$ cat config.mk
export PLATFORM = sky130hd
export DESIGN_NAME = program_loader_flat
export DESIGN_NICKNAME = d
export VERILOG_FILES = /design/src/rtl/program_loader_if.sv /design/src/rtl/program_loader.sv /design/src/flat_wrapper.sv
export SDC_FILE = /design/constraint.sdc
export NUM_CORES = 1
export LEC_CHECK = 0
export CORE_ASPECT_RATIO = 1.2
export CORE_MARGIN = 2
export CORE_UTILIZATION = 28
export CTS_CLUSTER_DIAMETER = 150
export DETAILED_ROUTE_END_ITERATION = 12
export GPL_ROUTABILITY_DRIVEN = 1
export GPL_TIMING_DRIVEN = 0
export HOLD_SLACK_MARGIN = 0.15
export PLACE_DENSITY = 0.45
export SLEW_MARGIN = 30
export SYNTH_ARGS = -nofsm -noshare
export SYNTH_HDL_FRONTEND = slang
export SYNTH_SLANG_ARGS = --single-unit
$ cat constraint.sdc
create_clock -name clk -period 3.3 [get_ports clk]
set_input_delay 0.33 -clock clk [delete_from_list [all_inputs] [get_ports clk]]
set_output_delay 0.33 -clock clk [all_outputs]
set_load 0.01 [all_outputs]
$ cat src/rtl/program_loader_if.sv
// program_loader_if
//   Bundles the control, byte-stream and instruction-memory write signals of
//   the program loader so they travel as one port.
//
//   Stream handshake: a byte moves on a rising clk edge where s_valid=1 and
//   s_ready=1. The source holds s_data stable while s_valid=1 and s_ready=0.
//   The loader never waits on s_valid before raising s_ready.
//
//   Signals
//     load_req            host -> loader  one-cycle pulse arming a new load
//     abort               host -> loader  synchronous abort of a busy load
//     s_data / s_valid    host -> loader  stream byte and its qualifier
//     s_ready             loader -> host  loader takes a byte this cycle
//     I_MEM_Write_Enable  loader -> mem   one-cycle write strobe
//     I_MEM_Data_In       loader -> mem   32-bit word being written
//     I_MEM_Write_Addr    loader -> mem   ADDR_W-bit write address
//     start               loader -> core  level-held execution enable
//     busy                loader -> host  load in progress
//     err                 loader -> host  sticky error flag
//     state_dbg           loader -> debug current FSM state encoding
//
//   Modports: master (host/bench side), slave (loader side).
interface program_loader_if #(
    parameter int ADDR_W = 16
);
    logic              load_req;
    logic              abort;
    logic [7:0]        s_data;
    logic              s_valid;
    logic              s_ready;
    logic              I_MEM_Write_Enable;
    logic [31:0]       I_MEM_Data_In;
    logic [ADDR_W-1:0] I_MEM_Write_Addr;
    logic              start;
    logic              busy;
    logic              err;
    logic [3:0]        state_dbg;

    modport master (
        output load_req, abort, s_data, s_valid,
        input  s_ready, I_MEM_Write_Enable, I_MEM_Data_In, I_MEM_Write_Addr,
        input  start, busy, err, state_dbg
    );

    modport slave (
        input  load_req, abort, s_data, s_valid,
        output s_ready, I_MEM_Write_Enable, I_MEM_Data_In, I_MEM_Write_Addr,
        output start, busy, err, state_dbg
    );
endinterface

$ cat src/rtl/program_loader.sv
// program_loader
//   Receives a framed byte stream (LEN_HI, LEN_LO, then N big-endian 32-bit
//   words) and writes the words into instruction memory at BASE_ADDR,
//   BASE_ADDR+1, ... using one-cycle write strobes. When the frame completes
//   it raises the level-held start that launches the datapath.
//
//   Optional feature (macro PROGRAM_LOADER_CHECKSUM_EN): the frame carries
//   one trailer byte equal to the XOR of all preceding frame bytes; a
//   mismatch ends the load in ERR instead of starting execution.
//
//   Parameters
//     ADDR_W     width of the I_MEM write address
//     BASE_ADDR  address of the first loaded word
//
//   Ports
//     clk  rising-edge system clock
//     rst  asynchronous active-low reset
//     bus  program_loader_if.slave (handshake, memory write, status)
module program_loader #(
    parameter int          ADDR_W    = 16,
    parameter int unsigned BASE_ADDR = 0
) (
    input  logic            clk,
    input  logic            rst,
    program_loader_if.slave bus
);

    typedef enum logic [3:0] {
        S_IDLE   = 4'd0,
        S_LEN_HI = 4'd1,
        S_LEN_LO = 4'd2,
        S_DATA   = 4'd3,
        S_WRITE  = 4'd4,
        S_FIN    = 4'd5,
        S_DONE   = 4'd6,
        S_ERR    = 4'd7
`ifdef PROGRAM_LOADER_CHECKSUM_EN
        , S_CSUM = 4'd8
`endif
    } state_t;

    // State entered once the payload is complete (or N=0).
`ifdef PROGRAM_LOADER_CHECKSUM_EN
    localparam state_t S_TAIL = S_CSUM;
`else
    localparam state_t S_TAIL = S_FIN;
`endif

    // Largest word count that fits between BASE_ADDR and the top of memory.
    localparam logic [32:0] LEN_LIMIT = 33'((64'd1 << ADDR_W) - 64'(BASE_ADDR));

    state_t            state_q, state_d;
    logic [15:0]       len_q;
    logic [1:0]        byte_cnt_q;
    // One bit wider than the address so N = 2^ADDR_W does not wrap.
    logic [ADDR_W:0]   word_cnt_q;
    logic [23:0]       asm_q;
    logic [31:0]       wdata_q;
    logic [ADDR_W-1:0] waddr_q;
`ifdef PROGRAM_LOADER_CHECKSUM_EN
    logic [7:0]        csum_q;
`endif

    logic        stream_st;
    logic        busy_st;
    logic        take_req;
    logic        s_ready;
    logic        xfer;
    logic [15:0] n_new;
    logic        last_word;

    always_comb begin
        stream_st = (state_q == S_LEN_HI) || (state_q == S_LEN_LO) ||
                    (state_q == S_DATA);
`ifdef PROGRAM_LOADER_CHECKSUM_EN
        stream_st = stream_st || (state_q == S_CSUM);
`endif
        busy_st   = stream_st || (state_q == S_WRITE);
        take_req  = bus.load_req &&
                    ((state_q == S_IDLE) || (state_q == S_DONE) || (state_q == S_ERR));
        // Withholding s_ready while abort is high keeps a byte offered in the
        // abort cycle from being consumed, so abort always wins.
        s_ready   = stream_st && !bus.abort;
        xfer      = s_ready && bus.s_valid;
        n_new     = {len_q[15:8], bus.s_data};
        last_word = (33'(word_cnt_q) + 33'd1) == 33'(len_q);
    end

    always_comb begin
        state_d = state_q;
        unique case (state_q)
            S_IDLE, S_DONE, S_ERR: if (bus.load_req) state_d = S_LEN_HI;
            S_LEN_HI: if (xfer) state_d = S_LEN_LO;
            S_LEN_LO: begin
                if (xfer) begin
                    if (33'(n_new) > LEN_LIMIT) state_d = S_ERR;
                    else if (n_new == 16'd0)    state_d = S_TAIL;
                    else                        state_d = S_DATA;
                end
            end
            S_DATA: if (xfer && byte_cnt_q == 2'd3) state_d = S_WRITE;
            S_WRITE: state_d = last_word ? S_TAIL : S_DATA;
`ifdef PROGRAM_LOADER_CHECKSUM_EN
            S_CSUM: if (xfer) state_d = (bus.s_data == csum_q) ? S_FIN : S_ERR;
`endif
            S_FIN: state_d = S_DONE;
            default: state_d = S_IDLE;
        endcase
        if (bus.abort && busy_st) state_d = S_IDLE;
    end

    always_ff @(posedge clk or negedge rst) begin
        if (!rst) begin
            state_q    <= S_IDLE;
            len_q      <= '0;
            byte_cnt_q <= '0;
            word_cnt_q <= '0;
            asm_q      <= '0;
            wdata_q    <= '0;
            waddr_q    <= '0;
`ifdef PROGRAM_LOADER_CHECKSUM_EN
            csum_q     <= '0;
`endif
        end else begin
            state_q <= state_d;
            if (take_req) begin
                len_q      <= '0;
                byte_cnt_q <= '0;
                word_cnt_q <= '0;
                asm_q      <= '0;
`ifdef PROGRAM_LOADER_CHECKSUM_EN
                csum_q     <= '0;
`endif
            end
            if (xfer) begin
`ifdef PROGRAM_LOADER_CHECKSUM_EN
                csum_q <= csum_q ^ bus.s_data;
`endif
                case (state_q)
                    S_LEN_HI: len_q[15:8] <= bus.s_data;
                    S_LEN_LO: len_q[7:0]  <= bus.s_data;
                    S_DATA: begin
                        byte_cnt_q <= byte_cnt_q + 2'd1;
                        asm_q      <= {asm_q[15:0], bus.s_data};
                        // Word and address are captured as the 4th byte lands
                        // and then hold until the next word completes.
                        if (byte_cnt_q == 2'd3) begin
                            wdata_q <= {asm_q, bus.s_data};
                            waddr_q <= ADDR_W'(BASE_ADDR) + word_cnt_q[ADDR_W-1:0];
                        end
                    end
                    default: ;
                endcase
            end
            if (state_q == S_WRITE) word_cnt_q <= word_cnt_q + 1'b1;
        end
    end

    assign bus.s_ready            = s_ready;
    assign bus.I_MEM_Write_Enable = (state_q == S_WRITE);
    assign bus.I_MEM_Data_In      = wdata_q;
    assign bus.I_MEM_Write_Addr   = waddr_q;
    assign bus.start              = (state_q == S_DONE);
    assign bus.busy               = busy_st;
    assign bus.err                = (state_q == S_ERR);
    assign bus.state_dbg          = state_q;

endmodule

$ cat src/flat_wrapper.sv
// flat-port wrapper written by rule: the top's interface ports become plain ports
module program_loader_flat 
#(
    parameter int          ADDR_W    = 16,
    parameter int unsigned BASE_ADDR = 0
)
  (clk, rst, bus_load_req, bus_abort, bus_s_data, bus_s_valid, bus_s_ready, bus_I_MEM_Write_Enable, bus_I_MEM_Data_In, bus_I_MEM_Write_Addr, bus_start, bus_busy, bus_err, bus_state_dbg);
  program_loader_if #(.ADDR_W(ADDR_W)) bus_i ();
  input  logic clk;
  input  logic rst;
  input wire logic [$bits(bus_i.load_req)-1:0] bus_load_req;
  input wire logic [$bits(bus_i.abort)-1:0] bus_abort;
  input wire logic [$bits(bus_i.s_data)-1:0] bus_s_data;
  input wire logic [$bits(bus_i.s_valid)-1:0] bus_s_valid;
  output wire logic [$bits(bus_i.s_ready)-1:0] bus_s_ready;
  output wire logic [$bits(bus_i.I_MEM_Write_Enable)-1:0] bus_I_MEM_Write_Enable;
  output wire logic [$bits(bus_i.I_MEM_Data_In)-1:0] bus_I_MEM_Data_In;
  output wire logic [$bits(bus_i.I_MEM_Write_Addr)-1:0] bus_I_MEM_Write_Addr;
  output wire logic [$bits(bus_i.start)-1:0] bus_start;
  output wire logic [$bits(bus_i.busy)-1:0] bus_busy;
  output wire logic [$bits(bus_i.err)-1:0] bus_err;
  output wire logic [$bits(bus_i.state_dbg)-1:0] bus_state_dbg;
  assign bus_i.load_req = bus_load_req;
  assign bus_i.abort = bus_abort;
  assign bus_i.s_data = bus_s_data;
  assign bus_i.s_valid = bus_s_valid;
  assign bus_s_ready = bus_i.s_ready;
  assign bus_I_MEM_Write_Enable = bus_i.I_MEM_Write_Enable;
  assign bus_I_MEM_Data_In = bus_i.I_MEM_Data_In;
  assign bus_I_MEM_Write_Addr = bus_i.I_MEM_Write_Addr;
  assign bus_start = bus_i.start;
  assign bus_busy = bus_i.busy;
  assign bus_err = bus_i.err;
  assign bus_state_dbg = bus_i.state_dbg;
  program_loader #(.ADDR_W(ADDR_W), .BASE_ADDR(BASE_ADDR)) u_core (.clk(clk), .rst(rst), .bus(bus_i));
endmodule
==> impl_metrics.ini <==
[final_layout]
synthToLayoutAreaGrowth_pct = 25.44
final_common_cell = dfrtp_1
mostFrequentLayoutCells = dfrtp_1, clkdlybuf4s50_1, a22o_1
n_antenna_cell = 0
final_area_sq_um = 6471
n_fill_cell = 1815
multi_input_area_sq_um = 2211
regArea_sq_um = 2753
nets = 523
drive_gt1_share_pct = 17.74

[logic_synthesis]
netlist_area_sq_um = 5159
synth_fp_nets = 442
synth-edff-count = 0
synth_seq_cells = 110
yosysSeqAreaShare_pct = 53.36
synth_warnings = 0
synth-main-ff-cell = dfrtp_1
syn_area_per_cell_sq_um = 12.08
yosysTopAreaCell = dfrtp_1
yosysUniqueCellTypes = 65
ys_async_sr_fraction_pct = 100.0
synth_top_area_share_pct = 53.36
synthCells = 427
synth_area_leaders = dfrtp_1, mux2_2, a22o_1, o21ai_0, xor2_1

[sta]
slew_headroom_pct = 55.11
setup_viol = 0
finalCritPeriodShare_pct = 85.41
tightestPinTransition_ns = 0.6733
fin_skew_ns = 0.01275
period_needed_ns = 2.818
maxSlewViolCount = 0
finalHoldViolCount = 0
rsz0062_at_grt = no
fmax_ghz = 0.3548
hold_ws_ns = 0.4110
worst_slack_ns = 0.4815

[routing]
routed_wl_um = 13340
avgViaCountPerCell = 5.057
wl_per_cell_um = 18.10
drt_iter0_markers = 287
drc_errors = 0
ant_nets = 0
firstDrtPassIters = 5
via_count = 3727

[place]
gp_congestion = 0.8095
dp_slack_ns = 0.8388
port_buffers = 68
dpl.hpwl_um = 9450
dpl_cell_area_sq_um = 6152

[die]
die-area_sq_um = 19530
die_width_um = 127.9
start_util_pct = 28.49
die_h_um = 152.7
coreArea_sq_um = 18110
rows = 54
ioPinCount = 70

[worst_setup_path]
critPathMaxFanout = 10
crit_path_start_kind = register
worstSetupPathType = reg -> out
critPathRequiredTime_ns = 2.97
critPathCaptureType = output port
cp_data_arrival_time_ns = 2.49

[power]
ir_drop_v = 0.0002839
p_per_area_nw_per_um2 = 617.7
p_total_mw = 3.997
leakagePower_nw = 2.989

[cts]
postCtsSetupBuffers = 0
cts_tree = done
numCtsBuffers = 9
cts.clk_slew.worst_paths_ns = 0.08
clk-insertion-delay-late_ns = 0.36
cts_buffer_depth = 2
cts_root_buf = clkbuf_16
cts_max_level = 3
cts.sinks = 110

[global_route]
grt_pass1_vias = 3774
grt_util_all_layers_pct = 14.14
grt_max_degree = 84
antenna_found_initial = 0
grt-ovfl-total = 0
grt_pass1_wl_um = 21440

[hold_path]
hold_path_class = in -> async

[run_status]
outcome = completed

[run]
maxCapViolCount = 0
-- sequential cells by signal, summed over array words and instances (netlist names) --
signal                       count
u_core.bus.state_dbg             3
u_core.len_q                    16
u_core.word_cnt_q               17
u_core.byte_cnt_q                2
u_core.bus.I_MEM_Write_Addr     16
u_core.asm_q                    24
u_core.bus.I_MEM_Data_In        32
-- cell type report --
cell class              count  area share, %
flip-flops and latches    110          42.54
multi-input cells         280          34.16
repair buffers             70          11.18
well taps                 224          4.331
clock buffers               9          3.480
plain buffers              32          2.726
clock inverters             7          1.295
inverters                   5         0.2900
-- what timing repair did --
action,CTS,global route
hold buffers,1,0
hold endpoints to repair,27,0
resized for setup,0,0
-- power breakdown --
| part | internal [mW] | switching, mW | total, mW |
|---|---|---|---|
| Sequential | 1.52 | 0.190 | 1.71 |
| Clock | 0.547 | 0.576 | 1.12 |
| Combinational | 0.524 | 0.641 | 1.17 |
| Total | 2.59 | 1.41 | 4.00 |
-- cells in the mapped netlist, drive strengths merged, types with 2 or more instances --
master  count
a31oi       2
inv         5
clkbuf     11
nor3b       4
xor3        3
and3        2
and4        4
dfrtp     110
nor2       15
and4b       2
a22o       42
xor2       11
buf        21
nand2b      2
nand2      22
a211oi      2
nand3      11
mux2i       3
nor4        5
nor3       10
o211ai      2
o31ai       6
o41ai       2
o31a        2
nand4       7
a41oi       2
mux2       48
a21o        2
o21ai      30
ha          2
a21oi      10
xnor2       8
-- routing by layer --
| metal | part of all wire [%] | vias to the layer above | GRT usage, % |
|---|---|---|---|
| met2 | 49 | 92 | 23.25 |
| li1 | - | 1757 | - |
| met4 | 2.0 | 0 | 4.605 |
| met1 | 45 | 1862 | 18.58 |
| met5 | 0 | - | 0 |
| met3 | 3.9 | 16 | 2.949 |
-- through the flow --
step | utilization (%) | std cells | TNS [ns]
finish | 35.74 | 737 | 0
global route | 35.74 | 737 | 0
CTS | 35.74 | 737 | 0
detailed placement | 33.98 | 720 | 0
global placement | 33.80 | 719 | -270.02
floorplan | - | 427 | 0
-- critical path, cell delays in order, from the launching register on --
cell             delay, ns
dfrtp_1               0.42
nor2_1                0.34
nand2_1               0.18
inv_1                 0.10
clkbuf_1              0.43
clkdlybuf4s50_1       0.65
-- final timing paths --
kind                                                            start  depth (start not counted)                                         end  slack [ns]
max                               u_core.bus.state_dbg[1]$_DFFE_PN0P_                          5                      bus_I_MEM_Write_Enable        0.48
min                                                               rst                          2           u_core.word_cnt_q[13]$_DFFE_PN0P_        0.41
max reg2reg                          u_core.word_cnt_q[0]$_DFFE_PN0P_                          7         u_core.bus.state_dbg[1]$_DFFE_PN0P_        0.87
min reg2reg                u_core.bus.I_MEM_Write_Addr[4]$_DFFE_PN0P_                          2  u_core.bus.I_MEM_Write_Addr[4]$_DFFE_PN0P_        0.50
max in group asynchronous                                         rst                          3         u_core.bus.state_dbg[0]$_DFFE_PN0P_        2.22
min in group clk           u_core.bus.I_MEM_Write_Addr[4]$_DFFE_PN0P_                          2  u_core.bus.I_MEM_Write_Addr[4]$_DFFE_PN0P_        0.50
-- cells by family after synthesis --
logic type / Yosys count / share of synthesized area [%]
XOR/XNOR: 22 / 4.608
AND/OR/NAND/NOR: 92 / 10.77
flip-flops: 110 / 53.36
other: 1 / 0.07269
multiplexers: 51 / 11.06
AO/OA/AOI/OAI: 112 / 15.86
adder cells (fa/ha/maj): 2 / 0.4850
buffers and inverters: 37 / 3.784
Power figures use the tool's default switching activity.
